## config.mk

```make
export PLATFORM = sky130hd
export DESIGN_NAME = round_arbiter
export DESIGN_NICKNAME = d
export VERILOG_FILES = /design/src/rtl/round_arbiter.sv
export SDC_FILE = /design/constraint.sdc
export NUM_CORES = 1
export LEC_CHECK = 0
export CORE_AREA = 2 2 95 97
export CTS_CLUSTER_SIZE = 30
export DETAILED_ROUTE_END_ITERATION = 10
export DIE_AREA = 0 0 97 99
export GPL_TIMING_DRIVEN = 0
export PLACE_DENSITY = 0.8
export SYNTH_ARGS = -nofsm -noshare
export SYNTH_HDL_FRONTEND = slang
export SYNTH_SLANG_ARGS = --single-unit
```

## constraint.sdc

```tcl
create_clock -name clk -period 4.7 [get_ports clk]
set_input_delay 0.94 -clock clk [delete_from_list [all_inputs] [get_ports clk]]
set_output_delay 0.94 -clock clk [all_outputs]
set_load 0.1 [all_outputs]
```

## src/rtl/round_arbiter.sv

```systemverilog
// Round-robin arbiter sharing one IEEE-754 single-precision round-to-nearest-even
// stage among NREQ requesters, with a single registered output slot.
module round_arbiter #(
  parameter int  NREQ = 4,
  localparam int IDW  = $clog2(NREQ)
) (
  input  logic               clk,
  input  logic               rst,
  input  logic [NREQ-1:0]    req_valid,
  output logic [NREQ-1:0]    req_ready,
  input  logic [NREQ-1:0]    req_sign,
  input  logic [NREQ*8-1:0]  req_exp,
  input  logic [NREQ*23-1:0] req_mant,
  input  logic [NREQ*3-1:0]  req_grs,
  output logic               out_valid,
  input  logic               out_ready,
  output logic [31:0]        out_result,
  output logic [IDW-1:0]     out_id
);

  typedef enum logic {EMPTY, FULL} state_t;

  state_t         state, state_next;
  logic [IDW-1:0] ptr, win, ptr_next;
  logic           any_valid, can_accept, accept;

  logic [7:0]     exp_a  [NREQ];
  logic [22:0]    mant_a [NREQ];
  logic [2:0]     grs_a  [NREQ];

  logic [7:0]     sel_exp;
  logic [22:0]    sel_mant;
  logic [2:0]     sel_grs;
  logic           sel_sign, round_up;
  logic [30:0]    base_mag, rounded_mag;
  logic [31:0]    rounded;

  always_comb begin
    for (int i = 0; i < NREQ; i++) begin
      exp_a[i]  = req_exp[8*i +: 8];
      mant_a[i] = req_mant[23*i +: 23];
      grs_a[i]  = req_grs[3*i +: 3];
    end
  end

  // Grant search starts at ptr and wraps; the first pending requester wins.
  always_comb begin
    logic [IDW-1:0] idx;
    // NOTE: every combinational output gets a default first so no path leaves it unassigned (no latch).
    win       = ptr;
    any_valid = 1'b0;
    idx       = '0;
    for (int k = 0; k < NREQ; k++) begin
      idx = IDW'((int'(ptr) + k) % NREQ);
      if (!any_valid && req_valid[idx]) begin
        any_valid = 1'b1;
        win       = idx;
      end
    end
  end

  assign out_valid  = (state == FULL);
  assign can_accept = !out_valid || out_ready;
  assign accept     = any_valid && can_accept && !rst;
  assign ptr_next   = (win == IDW'(NREQ - 1)) ? '0 : win + IDW'(1);

  always_comb begin
    req_ready = '0;
    if (accept) req_ready[win] = 1'b1;
  end

  // Round to nearest even on the 31-bit magnitude; the all-ones magnitude saturates.
  always_comb begin
    sel_sign    = req_sign[win];
    sel_exp     = exp_a[win];
    sel_mant    = mant_a[win];
    sel_grs     = grs_a[win];
    base_mag    = {sel_exp, sel_mant};
    round_up    = sel_grs[2] && (sel_grs[1] || sel_grs[0] || sel_mant[0]);
    rounded_mag = (round_up && (base_mag != '1)) ? base_mag + 31'd1 : base_mag;
    rounded     = {sel_sign, rounded_mag};
  end

  always_comb begin
    state_next = state;
    if (accept)                        state_next = FULL;
    else if (state == FULL && out_ready) state_next = EMPTY;
  end

  always_ff @(posedge clk) begin
    // NOTE: the output word and id are reset too, because consumers observe them as zero after reset.
    if (rst) begin
      state      <= EMPTY;
      ptr        <= '0;
      out_result <= '0;
      out_id     <= '0;
    end else begin
      // NOTE: non-blocking assignments so every register samples pre-edge values.
      state <= state_next;
      if (accept) begin
        out_result <= rounded;
        out_id     <= win;
        ptr        <= ptr_next;
      end
    end
  end

endmodule

```

==> impl_metrics.ini <==
[run_status]
outcome = completed

[timing]
setup_viol = 0
worst_pin_slew_ps = 1010
timing.fmax_mhz = 222
hold_ws_ps = 465
final_hold_viol_count = 0
finalCriticalPeriod_ps = 4510
fin_crit_sh = 0.959
final_max_slew_viol_count = 0
worst_clock_skew_ps = 11.8
max_slew_margin = 0.325

[hold_path]
worstHoldPathCells = 2
hold_path.class = reg2reg

[synth]
synth_mux_area_frac = 0.0313
synth_top_family_by_area = simple AND/OR/NAND/NOR gates
synth_fa_ha_area_frac = 0.0232
synth-seq-cells = 37
synth.net_count = 611
syn_inst = 458
synth_area_leaders = dfxtp_1, nand2_1, xnor2_1
synth_edf_count = 0
async_reset_ff_frac = 0
synth_area_per_cell_um2 = 7.06
ys.flop_type = dfxtp_1
yosysMostFrequentCell = nand2_1
synth_area_leader_cell = dfxtp_1
synthSimpleGateAreaFrac = 0.362
netlist.area_leader.share = 0.229
yosysSeqAreaShare = 0.229
yosys-top-cells-count = nand2_1, dfxtp_1, a21oi_1
synth_compound_area_frac = 0.222
synth_xor_area_frac = 0.0785
synth_cell_types = 53
syn_area_um2 = 3240
ys_warn_count = 0

[setup_path]
arrival_ps = 4680
crit_required_ps = 4870
path_max_fanout = 19
end_kind = register
critPathLaunch = req_valid[2]
cpMaxStageDelayCell = clkdlybuf4s50_1
rr_worst_depth = 15
rr_endpoint = out_result[20]
crit_cells = 16
cpLargestDelayFamily = buffers and inverters
reg2reg_from = ptr[0]
start_kind = primary input
crit_buf_inv = 5
worstSetupPathType = in2reg
cp-endpoint = out_result[25]
worst-r2r-setup-slack_ps = 970
cp_common_cell = buf_4
critPathMaxStageDelay_ps = 540
crit_chain = clkdlybuf4s50_1 -> nor2b_1 -> o21a_1 -> nor3_4 -> buf_4 -> inv_4 -> clkbuf_2 -> nand2_1 -> a32oi_1 -> nor4b_4 -> nand4_1 -> o41ai_4 -> buf_4 -> nor3_1 -> xnor2_1 -> o21ai_1

[floorplanning]
dieArea_um2 = 9600
num_io_pins = 186
fp.dieW_um = 97
num_rows = 34
die_y_um = 99
start_util = 0.378
fp.coreArea_um2 = 8550

[power]
seqPwrFrac = 0.172
p_int_mw = 1.17
p_comb_frac = 0.713
vdd_ir_drop_max_mv = 0.196
p_sw_frac = 0.546
netSwitchingPower_mw = 1.40
p_per_area_nw_per_um2 = 464
clkPwrFrac = 0.115
p_leak_nw = 2.05

[final_layout]
drive_gt1_frac = 0.0868
layout.nets = 809
syn2layout_area_growth_pct = 71.2
n_antenna_cell = 0
fin_area_um2 = 5540

[global_route]
grt_pass1_vias = 4083
overflow = 0
grt.total_usage = 0.262
grt_start_max_net_pins = 20
grt_pass1_wl_um = 20500
antenna_found_initial = 0

[clock_tree]
path_clk_slew_ps = 80
numCtsBuffers = 5
holdBufCountCts = 0
h-tree-depth = 2
cts_tree = built
clock_tree.buffer_depth = 2
clkSinkCount = 37
clock_latency_ps = 300
cts_root_buffer = clkbuf_8

[placement]
gp_congestion = 0.957
dp_hpwl_um = 10500
port_buffers = 185
placed_cell_area_um2 = 5220

[flow_run]
cap_violations = 0

[routing]
drc = 0
routed_wl_um = 13100
vias = 4248
first_pass_iters = 5
drtIter0Drc = 270
drt-vias-per-instance = 5.55
postRouteAntennaNets = 0
wire_per_inst_um = 17.2
-- worst register-to-register path: cells and delay by family, from the launching register on --
kind	cells	cell delay, ps
xor+xnor	1	160
buf+inv	4	750
compound gates	4	880
flops	1	430
simple gates	6	1420
-- routing by layer --
| layer | vias up | routed length [µm] | track usage |
|---|---|---|---|
| li1 | 2052 | - | - |
| met2 | 190 | 6450 | 0.466 |
| met3 | 27 | 920 | 0.0504 |
| met5 | - | 0 | 0 |
| met1 | 1979 | 5440 | 0.324 |
| met4 | 0 | 327 | 0.0737 |
-- timing repair --
action,4_1_cts,5_1_grt
pin swaps,2,6
resized for setup,25,24
setup buffers,4,5
gates cloned,0,0
setup endpoints to repair,35,33
-- layout by cell type (no fill, tap or decap), types with 9 or more instances in the layout --
cell	count
a32o_1	16
nand3_1	20
clkdlybuf4s50_1	181
clkbuf_1	13
mux2i_1	9
nand4_1	13
nand2_1	100
o21ai_1	27
and2_1	9
nor3_1	15
dfxtp_1	37
nor2_1	18
buf_4	14
a21oi_1	36
xnor2_1	21
nand3b_1	18
-- layout make-up --
| type | instances | area (µm²) |
|---|---|---|
| multi-input cells | 381 | 2420 |
| clock buffers | 6 | 82.6 |
| flip-flops and latches | 37 | 741 |
| well taps | 108 | 135 |
| fillers | 736 | 3010 |
| repair buffers | 194 | 1920 |
| inverters | 7 | 28.8 |
| plain buffers | 30 | 164 |
| clock inverters | 2 | 37.5 |
-- power by group through the flow --
stage                     sequential [mW]  clock [mW]  combinational, mW
final                               0.443       0.295               1.83
after global routing                0.451       0.310               1.94
after CTS                           0.442       0.296               1.76
after detailed placement            0.448           0               1.73
after global placement              0.444           0               1.71
after floorplan                     0.969           0              0.708
-- flip-flops by register name, indices dropped and copies added, names as in the netlist --
name / flops
out_id: 2
ptr: 2
out_result: 32
out_valid: 1
-- per-stage QoR --
step	instances	util	worst slack [ps]	total power, mW	setup TNS (ps)
detailed placement	751	0.611	-1140	2.18	-32590
floorplan	458	-	308	1.68	0
finish	765	0.648	190	2.57	0
global route	765	0.648	-20.3	2.70	-40.1
global placement	751	0.611	-1040	2.16	-30230
CTS	761	0.635	1.74	2.50	0
-- how the worst min path moves through the flow --
stage                               from              to  slack [ps]
after global placement     out_result[5]   out_result[5]         450
after floorplan                   ptr[1]          ptr[1]         490
after detailed placement  out_result[13]  out_result[13]         460
after CTS                 out_result[13]  out_result[13]         470
final                      out_result[2]   out_result[2]         470
after global routing      out_result[13]  out_result[13]         480
-- kinds of logic (layout without fill, tap and decap cells) --
| kind of cell | after synthesis | count (layout) |
|---|---|---|
| and+or+nand+nor | 228 | 228 |
| AOI/OAI and AO/OA | 108 | 108 |
| buffers and inverters | 40 | 239 |
| DFF | 37 | 37 |
| xor gates and xnor gates | 29 | 29 |
| muxes | 10 | 10 |
| adders and majority gates | 6 | 6 |
Power figures use the tool's default switching activity.
